===== src/rtl/baccarat_pkg.sv =====
// Shared definitions for the baccarat controller: state encoding, rule
// thresholds and the card-rank-to-value helper.
package baccarat_pkg;

  typedef enum logic [3:0] {
    IDLE   = 4'd0,
    P1     = 4'd1,
    D1     = 4'd2,
    P2     = 4'd3,
    D2     = 4'd4,
    EVAL   = 4'd5,
    P3     = 4'd6,
    EVAL3  = 4'd7,
    D3     = 4'd8,
    RESULT = 4'd9,
    DONE   = 4'd10
  } state_t;

  localparam logic [3:0] NATURAL_MIN     = 4'd8;
  localparam logic [3:0] PLAYER_DRAW_MAX = 4'd5;
  localparam logic [3:0] BANKER_DRAW_MAX = 4'd5;
  localparam logic [3:0] FACE_RANK_MIN   = 4'd10;

  // Tens and face cards count as zero.
  function automatic logic [3:0] card_value(input logic [3:0] rank);
    return (rank >= FACE_RANK_MIN) ? 4'd0 : rank;
  endfunction

endpackage


===== src/rtl/banker_draw_rule.sv =====
// Banker third-card decision once the player has drawn a third card,
// indexed by the banker score and the value of the player's third card.
module banker_draw_rule (
  input  logic [3:0] dscore,
  input  logic [3:0] pvalue,
  output logic       draw
);

  always_comb begin
    draw = 1'b0;
    case (dscore)
      4'd0, 4'd1, 4'd2: draw = 1'b1;
      4'd3:             draw = (pvalue != 4'd8);
      4'd4:             draw = (pvalue >= 4'd2) && (pvalue <= 4'd7);
      4'd5:             draw = (pvalue >= 4'd4) && (pvalue <= 4'd7);
      4'd6:             draw = (pvalue >= 4'd6) && (pvalue <= 4'd7);
      default:          draw = 1'b0;
    endcase
  end

endmodule


===== src/rtl/baccarat_fsm.sv =====
// Baccarat deal controller: one datapath load strobe per state, third-card
// rules, and registered win lights that hold until reset.
module baccarat_fsm
  import baccarat_pkg::*;
(
  input  logic       slow_clock,
  input  logic       resetb,
  input  logic [3:0] pscore,
  input  logic [3:0] dscore,
  input  logic [3:0] pcard3,
  output logic       load_pcard1,
  output logic       load_pcard2,
  output logic       load_pcard3,
  output logic       load_dcard1,
  output logic       load_dcard2,
  output logic       load_dcard3,
  output logic       player_win_light,
  output logic       dealer_win_light,
  output logic [3:0] state_out
);

  state_t     state_q, state_d;
  logic       player_win_q, player_win_d;
  logic       dealer_win_q, dealer_win_d;
  logic [3:0] pcard3_value;
  logic       banker_draw;

  assign pcard3_value = card_value(pcard3);

  banker_draw_rule u_banker_draw_rule (
    .dscore (dscore),
    .pvalue (pcard3_value),
    .draw   (banker_draw)
  );

  always_ff @(posedge slow_clock) begin
    if (resetb) begin
      state_q      <= IDLE;
      player_win_q <= 1'b0;
      dealer_win_q <= 1'b0;
    end else begin
      state_q      <= state_d;
      player_win_q <= player_win_d;
      dealer_win_q <= dealer_win_d;
    end
  end

  always_comb begin
    state_d      = state_q;
    player_win_d = 1'b0;
    dealer_win_d = 1'b0;
    load_pcard1  = 1'b0;
    load_pcard2  = 1'b0;
    load_pcard3  = 1'b0;
    load_dcard1  = 1'b0;
    load_dcard2  = 1'b0;
    load_dcard3  = 1'b0;
    case (state_q)
      IDLE: state_d = P1;
      P1: begin
        load_pcard1 = 1'b1;
        state_d     = D1;
      end
      D1: begin
        load_dcard1 = 1'b1;
        state_d     = P2;
      end
      P2: begin
        load_pcard2 = 1'b1;
        state_d     = D2;
      end
      D2: begin
        load_dcard2 = 1'b1;
        state_d     = EVAL;
      end
      // Four-card scores are valid here; naturals end the hand immediately.
      EVAL: begin
        if ((pscore >= NATURAL_MIN) || (dscore >= NATURAL_MIN)) begin
          state_d = RESULT;
        end else if (pscore <= PLAYER_DRAW_MAX) begin
          state_d = P3;
        end else if (dscore <= BANKER_DRAW_MAX) begin
          state_d = D3;
        end else begin
          state_d = RESULT;
        end
      end
      P3: begin
        load_pcard3 = 1'b1;
        state_d     = EVAL3;
      end
      EVAL3: state_d = banker_draw ? D3 : RESULT;
      D3: begin
        load_dcard3 = 1'b1;
        state_d     = RESULT;
      end
      RESULT: begin
        player_win_d = (pscore >= dscore);
        dealer_win_d = (dscore >= pscore);
        state_d      = DONE;
      end
      DONE: begin
        player_win_d = player_win_q;
        dealer_win_d = dealer_win_q;
      end
      default: state_d = IDLE;
    endcase
  end

  assign player_win_light = player_win_q;
  assign dealer_win_light = dealer_win_q;
  assign state_out        = state_q;

endmodule


===== config.mk =====
export PLATFORM = sky130hd
export DESIGN_NAME = baccarat_fsm
export DESIGN_NICKNAME = d
export VERILOG_FILES = /design/src/rtl/baccarat_pkg.sv /design/src/rtl/banker_draw_rule.sv /design/src/rtl/baccarat_fsm.sv
export SDC_FILE = /design/constraint.sdc
export NUM_CORES = 1
export LEC_CHECK = 0
export CAP_MARGIN = 20
export CELL_PAD_IN_SITES_DETAIL_PLACEMENT = 0
export CELL_PAD_IN_SITES_GLOBAL_PLACEMENT = 1
export CORE_ASPECT_RATIO = 0.8
export CORE_MARGIN = 1.5
export CORE_UTILIZATION = 25
export CTS_CLUSTER_SIZE = 20
export DETAILED_ROUTE_END_ITERATION = 6
export PLACE_DENSITY = 0.71
export RECOVER_POWER = 50
export SYNTH_ARGS = -nofsm -noshare
export SYNTH_HDL_FRONTEND = slang
export SYNTH_SLANG_ARGS = --single-unit

===== constraint.sdc =====
create_clock -name slow_clock -period 1.2 [get_ports slow_clock]
set_input_delay 0.18 -clock slow_clock [delete_from_list [all_inputs] [get_ports slow_clock]]
set_output_delay 0.18 -clock slow_clock [all_outputs]
set_load 0.01 [all_outputs]

* Word level (Yosys, flattened, before mapping)
Index checks and enable logic that the tools add are counted.
** Operators by class
- $lt $le $gt $ge :: 11
- Equality and inequality tests :: 17
- Muxes and demuxes :: 15
- Reductions and logical operators :: 7
** Operator list (number)
- 4-bit one-hot mux with 11 select lines :: 1
- 4-bit by 3-bit == test with 1-bit output (second input constant) :: 7
- 4-bit by 2-bit == test with 1-bit output (second input constant) :: 4
- 4-bit == test (second input constant) :: 3
- 4-bit greater-or-equal comparator (second input constant) :: 3
- 4-bit by 3-bit less-or-equal comparator with 1-bit output (second input constant) :: 3
- 4-bit 2-to-1 mux :: 3
- 4-bit by 1-bit == test with 1-bit output (second input constant) :: 2
- 4-bit by 3-bit greater-or-equal comparator with 1-bit output (second input constant) :: 2
- 4-bit greater-or-equal comparator :: 2
- 4-bit logical NOT :: 2
- 1-bit 2-to-1 mux :: 8
- 1-bit one-hot mux with 5 select lines :: 1
- 4-bit by 2-bit greater-or-equal comparator with 1-bit output (second input constant) :: 1
- 4-bit inequality test (second input constant) :: 1
- 1-bit one-hot mux with 2 select lines :: 2
- 1-bit logical AND :: 3
- 3-bit OR reduction :: 1
- 1-bit logical OR :: 1
** Storage, ports and cells
- Flip-flop bits (word level) :: 6
- Input port bits :: 14
- Output and inout bits :: 12
- Logic and storage cells :: 53

* Longest topological paths before layout
Gate-level depths: netlist of the first run.
- Depth after elaboration :: 7
- Mapped depth :: 6
- Gate-level depth less buffers :: 6

* Modules after synthesis
From an unflattened synthesis of the first run, not the netlist that was laid out.
** Unflattened totals
- Cells, all modules :: 74
- Area total of the unflattened synthesis :: 564.3 um2
** Modules (own cells, without submodules)
- baccarat_fsm :: instances 1, cells each 68, area each 511.7 um2, sequential area each 120.1 um2
- banker_draw_rule :: instances 1, cells each 6, area each 52.6 um2, sequential area each 0.0 um2

* Worst setup path after synthesis of the first run
No wires, ideal clock.
- Path kind :: register to register
- Start point :: register state_q[0] (netlist: state_out[0])
- End point :: register state_q[0] (netlist: state_out[0])
- Setup time :: 0.070 ns
- Arrival time :: 1.093 ns
- Required time :: 1.130 ns
- Path slack :: 0.037 ns
- Stages on the path, launching flop included :: 5
- Path buffers :: 1
- Period minus slack after synthesis :: 1.163 ns
- Path through :: dfxtp_1 -> buf_6 -> nand2_1 -> a2111oi_2 -> o2bb2ai_1
** On the way
- Longest elaborated chain between the ends :: 2
- Elaborated cells on any way between the ends :: 12
- Those cells by class :: eq/ne: 10; mux: 1; reduce/logical: 1
** RTL lines
- start: declaration :: line baccarat_fsm.sv:22 : state_t state_q, state_d;
- start signal: assignment :: line baccarat_fsm.sv:42 : state_q <= state_d;
- 4-bit == test, or another cell as far along :: line baccarat_fsm.sv:58 : case (state_q)
- 4-bit one-hot mux with 11 select lines :: line baccarat_fsm.sv:58
Parallel ways exist; a longest one is shown, timed or not.
A chain may end at the register's enable or synchronous reset.

* Final worst setup path of the first run
- Start point :: register state_q[0] (netlist: state_out[0])
- End point :: output load_dcard3
** On the way
- Longest elaborated chain between the ends :: 2
** RTL lines
- 4-bit == test :: line baccarat_fsm.sv:58
- 1-bit 2-to-1 mux :: line baccarat_fsm.sv:58
- end: declaration :: line baccarat_fsm.sv:16 : output logic load_dcard3,
Every way passes these cells.

==> impl_metrics.py, run 1 <==
metrics = {
    "critical_path": {
        "cp.required_ps": 1020,
        "worstSetupStartpointType": "flip-flop",
        "critPathArrivalTime_ps": 1110,
        "crit_path_end_kind": "primary output",
        "crit_fanout": 4,
        "criticalPathCategory": "flip-flop to primary output",
        "reg2reg_depth": 5,
        "rrSetupSlack_ps": -10,
    },
    "power_and_ir_drop": {
        "design_power_total_uw": 884,
        "max-vdd-ir-drop_mv": 0.389,
        "cellLeakagePower_uw": 0.000505,
        "power_density_mw_per_mm2": 761,
    },
    "detailed_routing": {
        "drc": 0,
        "drc_violation_total_after_the_first_tritonroute_iteration": 10,
        "drt_pre_antenna_iters": 4,
        "vias_per_cell": 5.12,
        "vias": 752,
        "wire_per_inst_um": 14.0,
        "antenna_violating_nets_post_route": 0,
        "routed_wl_um": 2060,
    },
    "synthesis": {
        "synthTopCellsByArea": "dfxtp_1, ha_1, a21oi_1",
        "synth_flop_cell": "dfxtp_1",
        "postSynthRegisterBits": 6,
        "synth-seq-area-share_pct": 21.3,
        "syn-num-nets": 89,
        "synthesis_warning_total": 0,
        "postSynthAreaPerCell_um2": 7.95,
        "synth_cells": 71,
        "synth-edff-count": 0,
        "synthDistinctLibCells": 32,
        "synth_async_sr_flop_share_pct": 0,
        "netlist.area_leader.share_pct": 21.3,
        "synthDominantAreaCellType": "dfxtp_1",
        "synthesis.area_um2": 564,
    },
    "floorplan": {
        "initial_utilization_pct": 26.4,
        "die_width_um": 56.1,
        "row_count": 15,
        "die_height_um": 45.5,
        "i_o_pin_count": 26,
        "die_area_mm2": 0.00255,
        "core_area_mm2": 0.00214,
    },
    "clocking": {
        "cts.clk_slew.worst_paths_ps": 50,
        "cts_tree": "built",
        "cts_made_buffers": 3,
        "cts_max_path_buffers": 2,
        "cts_sinks": 6,
        "clock_latency_ps": 250,
        "cts_hold_buf": 0,
        "cts_root_buffer": "clkbuf_4",
        "cts_max_level": 1,
    },
    "grt": {
        "grt_pass1_wl_um": 3040,
        "antenna_violations_before_repair": 0,
        "globalRouteTotalUtil_pct": 15.9,
        "globalRoute.totalOverflow": 0,
        "grt_max_degree": 8,
        "number_of_global_route_vias_before_repair": 685,
    },
    "sta": {
        "final.setup_skew_ps": 1.59,
        "tightest_slew_ps": 322,
        "setup_viol": 8,
        "period_minus_slack_ps": 1290,
        "final_max_slew_viol_count": 0,
        "post-route-period-util_pct": 108,
        "final.setup.tns_ps": -182,
        "grt_setup_unrepaired": "true",
        "final-hold-violation-count": 0,
        "layout_setup_ws_ps": -92.3,
        "max_freq_mhz": 774,
        "timing.slew.headroom_pct": 78.5,
    },
    "layout": {
        "n_antenna_cell": 0,
        "finish.instance_area_mm2": 0.00116,
        "postLayoutCoreUtil_pct": 54.3,
        "nNetsFinal": 142,
        "layout_commonest_cell": "buf_4",
        "areaGrowthSynthToFinish_pct": 106,
        "most-common-layout-cells": "buf_4, dlygate4sd2_1, buf_6, nor2_1",
        "final_layout_size_suffix_gt1_share_pct": 54.1,
    },
    "hold_path": {
        "timing.hold.worst_path_depth": 1,
        "min_path_type": "flip-flop to flip-flop",
    },
    "outcome": {
        "status": "complete, but fails checks",
        "failed_checks": "setup timing",
    },
    "place": {
        "hpwl_um": 1380,
        "routabilityCongestion": 0.790,
        "buffer_ports.inserted": 25,
        "placement.cell_area_um2": 978,
    },
    "flow_run": {
        "timing.max_cap.violations": 0,
    },
}
-- cell usage after synthesis (3+ instances only) --
library cell / number
dfxtp_1: 6
inv_1: 5
nand2b_1: 3
ha_1: 4
nand2_1: 4
a21oi_1: 6
nor2_1: 7
nor3_1: 6
-- path summary, 6_finish.rpt --
path,start,to
min reg2reg,dealer_win_light,dealer_win_light
max reg2reg,state_out[0],state_out[3]
max,state_out[0],load_dcard3
min,dealer_win_light,dealer_win_light
-- cell type report --
class,count,area [um^2]
flip-flops and latches,6,133
repair buffers,52,432
inverters,5,18.8
clock buffers,3,22.5
fillers,218,978
well taps,25,31.3
multi-input cells,56,524
-- critical path, cell delays in order (launching register included) --
cell and delay (ps):
dfxtp_4 350, buf_6 120, nor3_4 130, and2_4 170, buf_6 90
-- report_power, final --
group,leakage [uW],switching (uW),internal (uW)
Clock,0.0000138,82.8,114
Sequential,0.0000513,23.6,215
Combinational,0.000440,202,247
Total,0.000505,309,575
-- sequential cells by signal, indices dropped and copies added, names as in the netlist --
register and count:
state_out 4, dealer_win_light 1, player_win_light 1
-- cells by family (layout without fill, tap and decap cells) --
| family | after synthesis | count (layout) | synth area share (%) |
|---|---|---|---|
| buf+inv | 9 | 60 | 9.09 |
| compound gates | 19 | 19 | 25.9 |
| fa+ha+maj | 4 | 4 | 8.87 |
| simple gates | 33 | 33 | 34.8 |
| flops | 6 | 6 | 21.3 |
-- repair_timing --
action | 4_1_cts | 5_1_grt
gates resized for setup | 67 | 18
gates cloned | 0 | 0
endpoints found under the setup margin | 17 | 15
pin swaps | 8 | 6
setup buffers | 3 | 2
-- stage by stage --
stage | hold slack (ps) | setup slack [ps] | std cells
floorplan | 249 | 36.9 | 71
global placement | 450 | -486 | 139
detailed placement | 456 | -512 | 139
CTS | 466 | -91.1 | 145
global route | 495 | -139 | 147
finish | 462 | -92.3 | 147
-- per-layer routing --
layer | part of all wire (%) | wire [um] | up-vias | global-route usage (%)
met4 | 0.54 | 11 | 0 | 7.14
met1 | 43 | 880 | 351 | 19.3
met2 | 50 | 1020 | 32 | 26.8
met3 | 7.0 | 144 | 2 | 4.55
met5 | 0 | 0 | - | 0
li1 | - | - | 367 | -
Power figures use the tool's default switching activity.
==> run 2, diff against run 1 <==
==> constraint.sdc (replaced) <==
create_clock -name slow_clock -period 1.2 [get_ports slow_clock]
set_input_delay 0.36 -clock slow_clock [delete_from_list [all_inputs] [get_ports slow_clock]]
set_output_delay 0.36 -clock slow_clock [all_outputs]
set_load 0.01 [all_outputs]
==> run 2 against run 1 <==
Compared with the run above: the run still ends with setup timing left; utilization grew 2.1 points; clock power grew 6%; sequential share of layout area shrank 0.32 points.
==> impl_metrics.py, run 2 (synthesis results as in run 1) <==
metrics = {
    "critical_path": {
        "critical-path-slowest-cell": "dfxtp_4",
        "worstReg2RegEnd": "state_out[3]",
        "crit_fanout": 6,
        "timing.critical_path.cells": "nor3_4 > and2_4 > buf_6",
        "worst_r2r_startpoint": "state_out[0]",
        "criticalPathCategory": "flip-flop to primary output",
        "critical-path-max-stage-delay_ps": 370,
        "crit_path_end_kind": "primary output",
        "worstSetupStartpointType": "flip-flop",
        "rrSetupSlack_ps": -90,
        "critPathArrivalTime_ps": 1070,
        "cp.required_ps": 840,
        "reg2reg_depth": 6,
    },
    "floorplan": {
        "die_height_um": 45.5,
        "core_area_mm2": 0.00214,
        "i_o_pin_count": 26,
        "row_count": 15,
        "initial_utilization_pct": 26.4,
        "die_width_um": 56.1,
        "die_area_mm2": 0.00255,
    },
    "clocking": {
        "cts_max_level": 1,
        "cts.clk_slew.worst_paths_ps": 50,
        "cts_max_path_buffers": 2,
        "cts_root_buffer": "clkbuf_4",
        "clock_latency_ps": 260,
        "cts_hold_buf": 0,
        "cts_tree": "built",
        "cts_made_buffers": 3,
        "cts_sinks": 6,
    },
    "place": {
        "hpwl_um": 1350,
        "buffer_ports.inserted": 25,
        "routabilityCongestion": 0.744,
        "dp_cells": 138,
    },
    "sta": {
        "final.setup.tns_ps": -1620,
        "final_max_slew_viol_count": 0,
        "grt_setup_unrepaired": "true",
        "layout_setup_ws_ps": -235,
        "post-route-period-util_pct": 120,
        "setup_viol": 11,
        "final.setup_skew_ps": 5.49,
        "period_minus_slack_ps": 1430,
        "tightest_slew_ps": 249,
        "max_freq_mhz": 697,
        "worst_hold_slack_ps": 553,
        "timing.slew.headroom_pct": 83.3,
        "final-hold-violation-count": 0,
    },
    "detailed_routing": {
        "vias_per_cell": 5.20,
        "drc": 0,
        "drt_pre_antenna_iters": 4,
        "vias": 769,
        "drc_violation_total_after_the_first_tritonroute_iteration": 17,
        "routed_wl_um": 2110,
        "antenna_violating_nets_post_route": 0,
        "wire_per_inst_um": 14.3,
    },
    "power_and_ir_drop": {
        "max-vdd-ir-drop_mv": 0.485,
        "design_power_total_uw": 943,
        "power_density_mw_per_mm2": 782,
        "cellLeakagePower_uw": 0.000522,
    },
    "grt": {
        "antenna_violations_before_repair": 0,
        "globalRouteTotalUtil_pct": 17.4,
        "number_of_global_route_vias_before_repair": 736,
        "globalRoute.totalOverflow": 0,
        "grt_pass1_wl_um": 3320,
        "grt_max_degree": 8,
    },
    "layout": {
        "layout_commonest_cell": "buf_4",
        "most-common-layout-cells": "buf_4, buf_6, buf_2, nor2_1",
        "areaGrowthSynthToFinish_pct": 114,
        "nNetsFinal": 143,
        "final-instance-count-excl-fill": 148,
        "n_antenna_cell": 0,
        "largest_reg_flops": 4,
        "final_layout_size_suffix_gt1_share_pct": 65.9,
    },
    "outcome": {
        "status": "complete, but fails checks",
        "failed_checks": "setup timing",
    },
    "hold_path": {
        "holdCritStartpoint": "dealer_win_light",
        "hold_end": "dealer_win_light",
        "timing.hold.worst_path_depth": 2,
        "min_path_type": "flip-flop to flip-flop",
    },
    "flow_run": {
        "timing.max_cap.violations": 0,
    },
}
run 2: area by class of cell:
cell class,count,area [um^2]
Inverter,5,21.3
Fill cell,200,933
Sequential cell,6,134
Clock buffer,3,22.5
Tap cell,25,31.3
Timing Repair Buffer,53,430
Multi-Input combinational cell,56,567
run 2: routing by layer:
| metal | global-route usage [%] | up-vias | part of all wire (%) |
|---|---|---|---|
| li1 | - | 373 | - |
| met1 | 21.8 | 362 | 45 |
| met2 | 29.4 | 32 | 47 |
| met3 | 6.53 | 2 | 6.9 |
| met4 | 2.86 | 0 | 0.47 |
| met5 | 0 | - | 0 |
run 2: critical path: cells and delay by family, from the launching register on:
family	cells	cell delay (ps)
AND/OR/NAND/NOR	2	350
buffers and inverters	1	90
flip-flops	1	370
run 2: worst max path at each step:
stage | start | depth (start not counted) | endpoint
5_1_grt | state_out[2] | 3 | load_dcard3
2_1_floorplan | pscore[1] | 6 | player_win_light
3_5_place_dp | dscore[1] | 6 | player_win_light
3_3_place_gp | dscore[1] | 6 | player_win_light
4_1_cts | state_out[1] | 3 | load_dcard3
6_report | state_out[2] | 3 | load_dcard3
run 2: per-stage QoR:
step | worst slack (ps) | util (%) | cell area [um^2]
after floorplan | -20.8 | - | 642
after global placement | -624 | 48.7 | 1040
after detailed placement | -653 | 48.7 | 1040
after CTS | -232 | 56.4 | 1210
after global routing | -275 | 56.4 | 1210
final | -235 | 56.4 | 1210
run 2: power by group:
group          switching (uW)  leakage, uW  internal (uW)
clock network            93.9    0.0000138            115
logic                     217     0.000456            275
registers                27.7    0.0000519            215
run 2: timing repair:
action	in CTS	in global routing
setup buffers	6	4
resized for setup	104	10
endpoints found under the setup margin	18	17
pin swaps	11	11
==> run 3, diff against run 2 <==
- RECOVER_POWER: 50 -> not set
==> run 3 against run 2 <==
Compared with the run above: the flow still finishes with violations (setup timing); first-iteration DRC count is the same; clock power hardly changed; largest cell class unchanged; die area unchanged; routed wire length is essentially flat; largest power group unchanged; maximum frequency stayed put; clock skew unchanged; combinational power barely moved.
==> impl_metrics.py, run 3 (synthesis results as in run 1) <==
metrics = {
    "critical_path": {
        "criticalPathCategory": "flip-flop to primary output",
        "rrSetupSlack_ps": -90,
        "crit_path_end_kind": "primary output",
        "crit_fanout": 6,
        "worstSetupStartpointType": "flip-flop",
        "cp.required_ps": 840,
        "critPathArrivalTime_ps": 1070,
    },
    "sta": {
        "layout_setup_ws_ps": -235,
        "grt_setup_unrepaired": "true",
        "timing.slew.headroom_pct": 83.3,
        "period_minus_slack_ps": 1430,
        "post-route-period-util_pct": 120,
        "final-hold-violation-count": 0,
        "final.setup_skew_ps": 5.49,
        "max_freq_mhz": 697,
        "setup_viol": 11,
        "tightest_slew_ps": 249,
        "final_max_slew_viol_count": 0,
        "final.setup.tns_ps": -1620,
    },
    "floorplan": {
        "i_o_pin_count": 26,
        "core_area_mm2": 0.00214,
        "initial_utilization_pct": 26.4,
        "row_count": 15,
        "die_height_um": 45.5,
        "die_width_um": 56.1,
        "die_area_mm2": 0.00255,
    },
    "clocking": {
        "cts_sinks": 6,
        "cts_max_path_buffers": 2,
        "cts_hold_buf": 0,
        "cts_root_buffer": "clkbuf_4",
        "cts_tree": "built",
        "cts.clk_slew.worst_paths_ps": 50,
        "cts_made_buffers": 3,
        "clock_latency_ps": 260,
        "cts_max_level": 1,
    },
    "grt": {
        "globalRouteTotalUtil_pct": 17.4,
        "grt_max_degree": 8,
        "antenna_violations_before_repair": 0,
        "number_of_global_route_vias_before_repair": 736,
        "grt_util_met3_pct": 6.53,
        "grt_use_met1_pct": 21.8,
        "globalRoute.busiestLayer": "met2",
        "globalRoute.totalOverflow": 0,
        "met2_usage_pct": 29.4,
        "grt_pass1_wl_um": 3320,
    },
    "hold_path": {
        "min_path_type": "flip-flop to flip-flop",
    },
    "power_and_ir_drop": {
        "combPwrFrac_pct": 52.2,
        "share_clk_of_total_power_pct": 22.1,
        "power_density_mw_per_mm2": 781,
        "design_power_total_uw": 943,
        "max-vdd-ir-drop_mv": 0.485,
        "p_seq_share_pct": 25.7,
        "switching_share_pct": 35.9,
        "cellLeakagePower_uw": 0.000525,
        "total_switching_power_uw": 339,
        "p_int_uw": 604,
    },
    "detailed_routing": {
        "antenna_violating_nets_post_route": 0,
        "drt_pre_antenna_iters": 4,
        "vias": 769,
        "drc_violation_total_after_the_first_tritonroute_iteration": 17,
        "routed_wl_um": 2110,
        "vias_per_cell": 5.20,
        "wire_per_inst_um": 14.2,
        "drc": 0,
    },
    "layout": {
        "final-instance-count-excl-fill": 148,
        "areaGrowthSynthToFinish_pct": 114,
        "largest_reg_flops": 4,
        "n_antenna_cell": 0,
        "final_layout_size_suffix_gt1_share_pct": 66.7,
        "nNetsFinal": 143,
        "most-common-layout-cells": "buf_4, buf_6, buf_2, nor2_1",
        "layout_commonest_cell": "buf_4",
        "fillCellCount": 199,
    },
    "outcome": {
        "status": "complete, but fails checks",
        "failed_checks": "setup timing",
    },
    "place": {
        "placement.setup.worst_slack_ps": -653,
        "hpwl_um": 1350,
        "routabilityCongestion": 0.744,
        "buffer_ports.inserted": 25,
        "dp_cells": 138,
    },
    "flow_run": {
        "timing.max_cap.violations": 0,
    },
}
==> run 3: cell counts in the layout (fill, tap and decap cells not counted) <==
No cell type changed its count.
==> run 3: metal layers <==
metal  vias to the layer above  wire [um]  part of all wire (%)
met5                         -          0                     0
met4                         0         10                  0.47
met3                         2        145                   6.9
met2                        32        998                    47
met1                       362        953                    45
li1                        373          -                     -
==> run 3: final cells by class <==
class / count / area [um^2] / area share (%)
clock buffer: 3 / 22.5 / 1.87
inverter: 5 / 21.3 / 1.76
multi-input combinational: 56 / 567 / 46.9
sequential: 6 / 134 / 11.1
tap: 25 / 31.3 / 2.59
timing repair buffer: 53 / 432 / 35.8
==> run 3: path summary, 6_finish.rpt <==
check | endpoint | cells after the start | from
worst max-delay path | load_dcard3 | 3 | state_out[2]
worst min-delay path | dealer_win_light | 2 | dealer_win_light
worst max register to register | state_out[3] | 6 | state_out[0]
worst min register to register | dealer_win_light | 2 | dealer_win_light
==> run 3: through the flow <==
| stage | hold WS, ps | instance area (um^2) | util (%) |
|---|---|---|---|
| after floorplan | 429 | 642 | - |
| after global placement | 533 | 1040 | 48.7 |
| after detailed placement | 551 | 1040 | 48.7 |
| after CTS | 567 | 1210 | 56.4 |
| after global routing | 588 | 1210 | 56.4 |
| final | 552 | 1210 | 56.4 |
==> run 3: critical path, stage by stage, from the launching register on <==
cell and delay (ps):
dfxtp_4 370, nor3_4 190, and2_4 160, buf_6 90
==> run 3: timing repair <==
action / CTS / global route
resized for setup: 104 / 10
buffers inserted: 6 / 4
pin swaps: 11 / 11
setup endpoints to repair: 18 / 17
==> run 3: power groups by stage <==
stage / sequential (uW) / combinational (uW) / clock, uW
floorplan: 235 / 188 / 0
global placement: 243 / 378 / 0
detailed placement: 243 / 384 / 0
CTS: 241 / 467 / 214
global route: 245 / 530 / 224
finish: 242 / 492 / 208
